===== src/rtl/difftest_event_pkg.sv =====
// difftest_event_pkg: shared redirect event record and width constants
package difftest_event_pkg;
  localparam int PC_W  = 64;
  localparam int ID_W  = 64;
  localparam int SEQ_W = 32;
  typedef struct packed {
    logic [7:0]       coreid;
    logic [PC_W-1:0]  pc;
    logic [PC_W-1:0]  target_pc;
    logic [ID_W-1:0]  checkpoint_id;
    logic [SEQ_W-1:0] seq;
  } redirect_event_t;
endpackage


===== src/rtl/difftest_event_fifo.sv =====
// difftest_event_fifo: multi-write, single-read FIFO of redirect events
module difftest_event_fifo
  import difftest_event_pkg::*;
#(
  parameter int NUM_CH = 2,
  parameter int DEPTH  = 8
) (
  input  logic                     clk,
  input  logic                     rst_n,
  input  logic                     flush_i,
  input  logic [NUM_CH-1:0]        wr_en_i,
  input  redirect_event_t          wr_data_i [NUM_CH],
  input  logic                     pop_i,
  output redirect_event_t          rd_data_o,
  output logic [$clog2(DEPTH):0]   count_o
);
  localparam int AW = $clog2(DEPTH);
  localparam int CW = AW + 1;
  redirect_event_t mem_q [DEPTH];
  logic [AW-1:0] wptr_q, rptr_q;
  logic [CW-1:0] count_q, n_wr;
  logic [AW-1:0] woff [NUM_CH];
  // enabled ports land in consecutive slots, ordered by port index
  always_comb begin
    n_wr = '0;
    for (int j = 0; j < NUM_CH; j++) begin
      woff[j] = wptr_q + AW'(n_wr);
      n_wr = n_wr + CW'(wr_en_i[j]);
    end
  end
  // storage, pointers and occupancy; flush only resets bookkeeping
  always_ff @(posedge clk or negedge rst_n) begin
    if (!rst_n) begin
      for (int i = 0; i < DEPTH; i++) mem_q[i] <= '0;
      wptr_q  <= '0;
      rptr_q  <= '0;
      count_q <= '0;
    end else if (flush_i) begin
      wptr_q  <= '0;
      rptr_q  <= '0;
      count_q <= '0;
    end else begin
      for (int j = 0; j < NUM_CH; j++)
        if (wr_en_i[j]) mem_q[woff[j]] <= wr_data_i[j];
      wptr_q  <= wptr_q + AW'(n_wr);
      rptr_q  <= rptr_q + AW'(pop_i);
      count_q <= count_q + n_wr - CW'(pop_i);
    end
  end
  assign rd_data_o = mem_q[rptr_q];
  assign count_o   = count_q;
endmodule


===== src/rtl/difftest_runahead_redirect_queue.sv =====
// difftest_runahead_redirect_queue: stamps, queues and checks multi-channel redirect events
module difftest_runahead_redirect_queue #(
  parameter int NUM_CH = 2,
  parameter int DEPTH  = 8,
  parameter int PC_W   = difftest_event_pkg::PC_W,
  parameter int ID_W   = difftest_event_pkg::ID_W,
  parameter int SEQ_W  = difftest_event_pkg::SEQ_W,
  parameter int OVF_W  = 16
) (
  input  logic                     io_clock,
  input  logic                     io_reset_n,
  input  logic [7:0]               io_coreid,
  input  logic                     io_flush,
  input  logic [NUM_CH-1:0]        io_in_valid,
  input  logic [NUM_CH*PC_W-1:0]   io_in_pc,
  input  logic [NUM_CH*PC_W-1:0]   io_in_target_pc,
  input  logic [NUM_CH*ID_W-1:0]   io_in_checkpoint_id,
  output logic                     io_out_valid,
  input  logic                     io_out_ready,
  output logic [7:0]               io_out_coreid,
  output logic [PC_W-1:0]          io_out_pc,
  output logic [PC_W-1:0]          io_out_target_pc,
  output logic [ID_W-1:0]          io_out_checkpoint_id,
  output logic [SEQ_W-1:0]         io_out_seq,
  output logic [$clog2(DEPTH):0]   io_count,
  output logic                     io_full,
  output logic [OVF_W-1:0]         io_overflow_cnt,
  output logic                     io_order_err
);
  import difftest_event_pkg::*;
  localparam int CW = $clog2(DEPTH) + 1;
  logic [SEQ_W-1:0] seq_q, seq_d;
  logic [OVF_W-1:0] ovf_q, ovf_d;
  logic [OVF_W:0]   ovf_sum;
  logic [ID_W-1:0]  last_q, last_d, id_c;
  logic             have_q, have_d, err_q, err_d, deq;
  logic [CW-1:0]    count;
  logic [CW:0]      free, acc;
  logic [2:0]       drop;
  logic [NUM_CH-1:0] wr_en;
  redirect_event_t  wr_data [NUM_CH];
  redirect_event_t  head;
  assign deq  = io_out_valid & io_out_ready;
  assign free = (CW+1)'(DEPTH) - {1'b0, count} + (CW+1)'(deq);
  // accept the first `free` valid channels in order; stamp, order-check, count drops
  always_comb begin
    wr_en  = '0;
    acc    = '0;
    drop   = '0;
    last_d = last_q;
    have_d = have_q;
    err_d  = err_q;
    id_c   = '0;
    for (int i = 0; i < NUM_CH; i++) begin
      wr_data[i] = '0;
      id_c = io_in_checkpoint_id[i*ID_W +: ID_W];
      if (io_in_valid[i] && !io_flush) begin
        if (acc < free) begin
          wr_en[i]   = 1'b1;
          wr_data[i] = '{coreid: io_coreid, pc: io_in_pc[i*PC_W +: PC_W],
                         target_pc: io_in_target_pc[i*PC_W +: PC_W],
                         checkpoint_id: id_c, seq: seq_q + SEQ_W'(acc)};
          err_d  = err_d | (have_d & (id_c <= last_d));
          last_d = id_c;
          have_d = 1'b1;
          acc    = acc + (CW+1)'(1);
        end else begin
          drop = drop + 3'd1;
        end
      end
    end
    seq_d   = seq_q + SEQ_W'(acc);
    ovf_sum = {1'b0, ovf_q} + (OVF_W+1)'(drop);
    ovf_d   = ovf_sum[OVF_W] ? '1 : ovf_sum[OVF_W-1:0];
  end
  // sequence, overflow and ordering state survive flush
  always_ff @(posedge io_clock or negedge io_reset_n) begin
    if (!io_reset_n) begin
      seq_q  <= '0;
      ovf_q  <= '0;
      last_q <= '0;
      have_q <= 1'b0;
      err_q  <= 1'b0;
    end else begin
      seq_q  <= seq_d;
      ovf_q  <= ovf_d;
      last_q <= last_d;
      have_q <= have_d;
      err_q  <= err_d;
    end
  end
  difftest_event_fifo #(.NUM_CH(NUM_CH), .DEPTH(DEPTH)) u_fifo (
    .clk       (io_clock),
    .rst_n     (io_reset_n),
    .flush_i   (io_flush),
    .wr_en_i   (wr_en),
    .wr_data_i (wr_data),
    .pop_i     (deq),
    .rd_data_o (head),
    .count_o   (count)
  );
  assign io_out_valid         = count != '0;
  assign io_out_coreid        = head.coreid;
  assign io_out_pc            = head.pc;
  assign io_out_target_pc     = head.target_pc;
  assign io_out_checkpoint_id = head.checkpoint_id;
  assign io_out_seq           = head.seq;
  assign io_count             = count;
  assign io_full              = count == CW'(DEPTH);
  assign io_overflow_cnt      = ovf_q;
  assign io_order_err         = err_q;
endmodule


===== config.mk =====
export PLATFORM = sky130hd
export DESIGN_NAME = difftest_runahead_redirect_queue
export DESIGN_NICKNAME = d
export VERILOG_FILES = /design/src/rtl/difftest_event_pkg.sv /design/src/rtl/difftest_event_fifo.sv /design/src/rtl/difftest_runahead_redirect_queue.sv
export SDC_FILE = /design/constraint.sdc
export NUM_CORES = 2
export LEC_CHECK = 0
export CORE_UTILIZATION = 35
export DETAILED_ROUTE_END_ITERATION = 10
export GPL_TIMING_DRIVEN = 1
export SLEW_MARGIN = 20
export SYNTH_ARGS = -nofsm -noshare
export SYNTH_HDL_FRONTEND = slang
export SYNTH_SLANG_ARGS = --single-unit
export TNS_END_PERCENT = 20

===== constraint.sdc =====
create_clock -name io_clock -period 11 [get_ports io_clock]
set_clock_uncertainty 0.1 [all_clocks]
set_input_delay 2.75 -clock io_clock [delete_from_list [all_inputs] [get_ports io_clock]]
set_output_delay 2.75 -clock io_clock [all_outputs]
set_load 0.03 [all_outputs]

* Word-level counts from Yosys, hierarchy flattened
Cells that the tools add are included.
Word-level totals: flip-flop bits (word level) 1980, input bits 398, output and inout bits 255
Operators by class: $add $sub $neg 13, order comparisons 9, equality and inequality tests 1, mux-type cells 44, bitwise gates (word level) 8, reduce and logical (&&, ||, !) cells 6
Operators with widths (count):
- 1856-bit 2-to-1 mux | 3
- 1856-bit bitwise mux | 2
- 232-bit 2-to-1 mux | 8
- 232-bit demux with 3-bit select | 2
- 232-bit binary-select mux with 3-bit select | 1
- 64-bit 2-to-1 mux | 4
- 64-bit <= comparator | 2
- 32-bit by 5-bit adder with 32-bit output | 2
- 16-bit by 3-bit adder with 17-bit output | 1
- 1-bit 2-to-1 mux | 16
- 16-bit 2-to-1 mux | 1
- 4-bit >= comparator, second input constant | 3
- 3-bit 2-to-1 mux | 4
- 3-bit NOT with 4-bit output | 3
- 5-bit 2-to-1 mux | 2
- 4-bit by 1-bit < comparator with 1-bit output, second input constant | 2
- 3-bit by 1-bit adder with 3-bit output | 2
- 5-bit by 1-bit adder with 5-bit output | 1
- 5-bit by 1-bit adder with 5-bit output, second input constant | 1
- 1-bit by 5-bit < comparator with 1-bit output, first input constant | 1
- 5-bit < comparator | 1
- 4-bit by 4-bit subtractor with 5-bit output, first input constant | 1
- 4-bit adder | 1
- 4-bit == test, second input constant | 1
- 10 further kinds | 16

* Longest topological paths before layout
depth after elaboration 14, depth in mapped cells 26

* Hierarchy
Synthesis repeated with hierarchy kept, for this count alone.
Second synthesis, totals: cells, all modules 11883, area total of the unflattened synthesis 117012.2 um^2
By module, submodules not included:
- difftest_event_fifo | instances 1, cells an instance 10359, area an instance 105232.2 um^2, sequential area each 46694.8 um^2
- difftest_runahead_redirect_queue | instances 1, cells an instance 1524, area an instance 11780.0 um^2, sequential area each 2852.7 um^2

* Least setup slack after synthesis
Ideal clock, no wire load.
kind input to register, from input io_out_ready, to register u_fifo.mem_q[526] (netlist name), data arrival time 6.019 ns, data required time 10.817 ns, path slack 4.799 ns, cell stages on the path 22, cells stage by stage nand2_1 ha_1 inv_1 ha_1 nand2b_1 a21oi_2 o21ai_2 buf_6 nand2_4 inv_4 buf_2 ha_1 ha_1 nor3_1 and3_1 buf_2 buf_2 buf_4 buf_4 buf_2 nand2_1 o21ai_0
On the way: word-level cells in the longest chain between the ends 13, elaborated cells between the ends (all ways) 26
Ends and longest elaborated chain:
- start: declaration | line difftest_runahead_redirect_queue.sv:19 | input logic io_out_ready,
- 1-bit AND * | line difftest_runahead_redirect_queue.sv:43 | assign deq = io_out_valid & io_out_ready;
- 5-bit by 1-bit adder with 5-bit output * | line difftest_runahead_redirect_queue.sv:44 | assign free = (CW+1)'(DEPTH) - {1'b0, count} + (CW+1)'(deq);
- 1-bit by 5-bit < comparator with 1-bit output | line difftest_runahead_redirect_queue.sv:58 | if (acc < free) begin
- 1-bit 2-to-1 mux | line difftest_runahead_redirect_queue.sv:58
- 1-bit 2-to-1 mux | line difftest_runahead_redirect_queue.sv:57 | if (io_in_valid[i] && !io_flush) begin
- 3-bit by 1-bit adder with 3-bit output | line difftest_event_fifo.sv:27 | woff[j] = wptr_q + AW'(n_wr);
- 3-bit NOT with 4-bit output (implied by the code) | line difftest_event_fifo.sv:44 | if (wr_en_i[j]) mem_q[woff[j]] <= wr_data_i[j];
- 4-bit >= comparator (implied by the code) / 4-bit by 1-bit < comparator with 1-bit output (equally long branches) | line difftest_event_fifo.sv:44
- 1-bit logical AND (implied by the code) | line difftest_event_fifo.sv:44
- 232-bit 2-to-1 mux (implied by the code) | line difftest_event_fifo.sv:44
- 232-bit demux with 3-bit select | line difftest_event_fifo.sv:44
- 1856-bit bitwise mux | line difftest_event_fifo.sv:44
- 1856-bit 2-to-1 mux * | line difftest_event_fifo.sv:44
- end signal: indexed assignment | line difftest_event_fifo.sv:44
- end: declaration | line difftest_event_fifo.sv:19 | redirect_event_t mem_q [DEPTH];
Mark *: on every way between the ends. The rest lies on a longest branch, timed or not. The select of a mux whose other input is x is not followed. A chain may end at the register's enable or synchronous reset.

* Final worst setup path
from input io_out_ready, to register u_fifo.mem_q[923] (netlist name)
Same word-level chain as after synthesis.

==> results_dict.tcl <==
set metrics [dict create \
    run_status "finished, final reports clean" \
    cellLeakagePower_nw 49.0 \
    seq_area_frac_synth 0.452 \
    area_grow_syn2layout_pct 13.9 \
    tritoncts "done" \
    preCtsSetupSlack_ns 2.32 \
    dr_total_vias 80700 \
    setup_total_negative_slack_ns 0 \
    fin_crit_ns 7.87 \
    synthFlopType "sky130_fd_sc_hd__dfrtp_1" \
    critical_path_peak_fanout 23 \
    first_pass_grt_wire_length_um 540000 \
    wl_per_cell_um 24.7 \
    worst_hold_slack_ns 0.403 \
    floorplan.core_area_mm2 0.312 \
    number_of_synthesized_register_bits 1980 \
    post_detailed_placement_cell_area_mm2 0.117 \
    first_iter_violations 7361 \
    portBuffers 652 \
    placement_rows 205 \
    final-instance-count-excl-fill 14500 \
    crit_type "in -> reg" \
    gp_congestion 0.840 \
    fp.dieW_um 562 \
    synthesis.instances 10300 \
    cts.repair.resized 0 \
    cts-root-buf "sky130_fd_sc_hd__clkbuf_16" \
    pin_count_of_the_biggest_net_entering_global_routing 165 \
    tritoncts.num_buffers 230 \
    rr_startpoint "u_fifo.count_o[2]" \
    worst_ir_drop_vdd_mv 0.189 \
    detailedPlacementHpwl_um 211000 \
    first_global_vias 82700 \
    post_cts_setup_buffers 0 \
    arrival_ns 8.54 \
    die-height_um 562 \
    first_element_of_the_critical_path "io_out_ready" \
    clock_sinks 1980 \
    share_of_post_route_cells_with_drive_strength_above_1 0.130 \
    die-area_mm2 0.315 \
    antenna_found_initial 100 \
    netlist.area_leader.share 0.452 \
    synthArstFlopShare 1.00 \
    timing.critical_path.slowest_stage_cell "sky130_fd_sc_hd__nand3b_1" \
    cts-root-to-sink-buffers 4 \
    powerDensity_mw_per_mm2 238 \
    maxClockFrequency_mhz 127 \
    min_path_type "reg -> reg" \
    drv_cap 0 \
    synth.yosys.warnings 0 \
    post-route-worst-setup-slack_ns 3.13 \
    timing.critical_path.max_delay_family "simple AND/OR/NAND/NOR gates" \
    finalNetCount 10700 \
    cp.buffers_inverters 3 \
    boundaryPins 653 \
    numPlacedInstances 14000 \
    drt-pass1-iter-count 6 \
    netlist.top_cell.by_area "sky130_fd_sc_hd__dfrtp_1" \
    timing.critical_path.mode_cell "sky130_fd_sc_hd__ha_1" \
    timing.final.hold_violations 0 \
    grt_setup_unrepaired "no" \
    fin_util 0.401 \
    h-tree-depth 4 \
    count_of_flip_flops_with_a_built_in_enable_after_synthesis 0 \
    max-slew-margin-rel 0.163 \
    synth.cell_area_mm2 0.110 \
    fillerInstances 29400 \
    grt_remaining_overflow 0 \
    worstHoldStart "u_fifo.mem_q[1388]" \
    grt.total_usage 0.223 \
    critical_path.max_stage_delay_ns 0.84 \
    crit_required_ns 11.67 \
    wire_length_reported_by_the_detailed_router_um 359000 \
    final_cell_area_mm2 0.125 \
    slew_viol_final 0 \
    most_frequent_cell_after_synthesis "sky130_fd_sc_hd__dfrtp_1" \
    worst_setup_path_end_kind "flip-flop" \
    yosys-top-cells-count "sky130_fd_sc_hd__dfrtp_1 (1980), sky130_fd_sc_hd__nand2_1 (1849), sky130_fd_sc_hd__mux2i_1 (1727)" \
    report.power.total_mw 29.7 \
    antenna_left 0 \
    syn-num-nets 10900 \
    total_of_hold_buffers_inserted_after_clock_tree_synthesis 0 \
    worst_setup_hold_path_clk_slew_ns 0.06 \
    setup-violations-final 0 \
    start_kind "primary input" \
    syn_area_per_cell_um2 10.6 \
    ys_types 71 \
    clkLatencyLatePin_ns 0.90 \
    vias_per_cell 5.56 \
    post_synth_main_area_contributors "sky130_fd_sc_hd__dfrtp_1 (45%), sky130_fd_sc_hd__mux2i_1 (16%), sky130_fd_sc_hd__mux4_2 (9.5%), sky130_fd_sc_hd__o21ai_0 (7.8%), sky130_fd_sc_hd__nand2_1 (6.3%)" \
    start_util 0.352 \
    drt_drc 0 \
    crit_path_cell_trace "clkdlybuf4s50_1 -> nand2_1 -> ha_1 -> inv_1 -> ha_1 -> nand2b_1 -> a21oi_2 -> o21ai_2 -> nand2_4 -> inv_4 -> ha_1 -> ha_1 -> nor3_1 -> nand3b_1 -> nand2_2 -> mux2_2" \
    max_slew.worst_pin.slew_ns 1.24 \
    fin_crit_sh 0.716 \
]
## worst paths after layout
| kind | endpoint | slack, ns | cells past startpoint |
|---|---|---|---|
| worst max-delay path | u_fifo.mem_q[923] | 3.13 | 16 |
| max in group asynchronous | u_fifo.mem_q[1276] | 6.76 | 3 |
| worst min-delay path | u_fifo.mem_q[1388] | 0.40 | 1 |
| min in group asynchronous | u_fifo.mem_q[324] | 1.69 | 1 |
| worst min register to register | u_fifo.mem_q[1388] | 0.40 | 1 |
| worst max register to register | u_fifo.mem_q[923] | 4.53 | 18 |
## final cells by class
type                            instances  area, um2  area share
Clock inverter                         70        744     0.00596
Timing Repair Buffer                  767       8140      0.0652
Tap cell                             4140       5180      0.0415
Multi-Input combinational cell       7063      54000       0.432
Inverter                               96        363     0.00291
Clock buffer                          345       6770      0.0542
Sequential cell                      1980      49600       0.397
Antenna cell                           45        113    0.000902
## sequential cells by signal, summed over array words and instances (netlist names)
| name | count |
|---|---|
| u_fifo.mem_q | 1856 |
| last_q | 64 |
| seq_q | 32 |
| io_overflow_cnt | 16 |
| u_fifo.count_o | 4 |
| u_fifo.rptr_q | 3 |
| u_fifo.wptr_q | 3 |
| have_q | 1 |
| io_order_err | 1 |
## logic make-up (layout without fill, tap and decap cells)
kind of cell / after synthesis / count (layout) / share of synthesized area
muxes: 2537 / 2537 / 0.289
and+or+nand+nor: 2226 / 2226 / 0.0815
AOI/OAI and AO/OA: 2079 / 2079 / 0.0980
DFF: 1980 / 1980 / 0.452
buffers and inverters: 1280 / 1278 / 0.0563
adders and majority gates: 154 / 154 / 0.0179
xor gates and xnor gates: 67 / 67 / 0.00570
other: 0 / 45 / 0
## cell usage in the layout, fill, tap and decap left out, types with 36 or more instances in the layout
cell                              instances
sky130_fd_sc_hd__nor2_1                 178
sky130_fd_sc_hd__mux2_2                 345
sky130_fd_sc_hd__o21ai_0               1715
sky130_fd_sc_hd__inv_1                   95
sky130_fd_sc_hd__dfrtp_1               1977
sky130_fd_sc_hd__o22ai_1                 46
sky130_fd_sc_hd__clkbuf_16              230
sky130_fd_sc_hd__buf_12                  57
sky130_fd_sc_hd__clkdlybuf4s50_1        651
sky130_fd_sc_hd__diode_2                 45
sky130_fd_sc_hd__clkbuf_8                58
sky130_fd_sc_hd__nand4_1                 36
sky130_fd_sc_hd__clkbuf_1                57
sky130_fd_sc_hd__a21oi_1                185
sky130_fd_sc_hd__mux4_2                 464
sky130_fd_sc_hd__nand2_1               1848
sky130_fd_sc_hd__ha_1                   150
sky130_fd_sc_hd__clkinv_2                42
sky130_fd_sc_hd__mux2i_1               1727
sky130_fd_sc_hd__o21ai_1                 46
sky130_fd_sc_hd__buf_4                   57
## routing by layer
layer,vias to the layer above,wire length (um),global-route usage
met1,40800,152000,0.296
met2,3097,165000,0.354
met4,98,13700,0.0841
li1,35900,-,-
met3,710,26900,0.0503
met5,-,642,0
## report_power, final
group / switching [mW] / internal, mW / total (mW) / leakage (nW)
clock network: 3.26 / 4.39 / 7.65 / 3.69
registers: 1.32 / 9.59 / 10.9 / 25.8
logic: 6.06 / 5.04 / 11.1 / 19.6
total: 10.6 / 19.0 / 29.7 / 49.0
(Power assumes the default switching activity.)
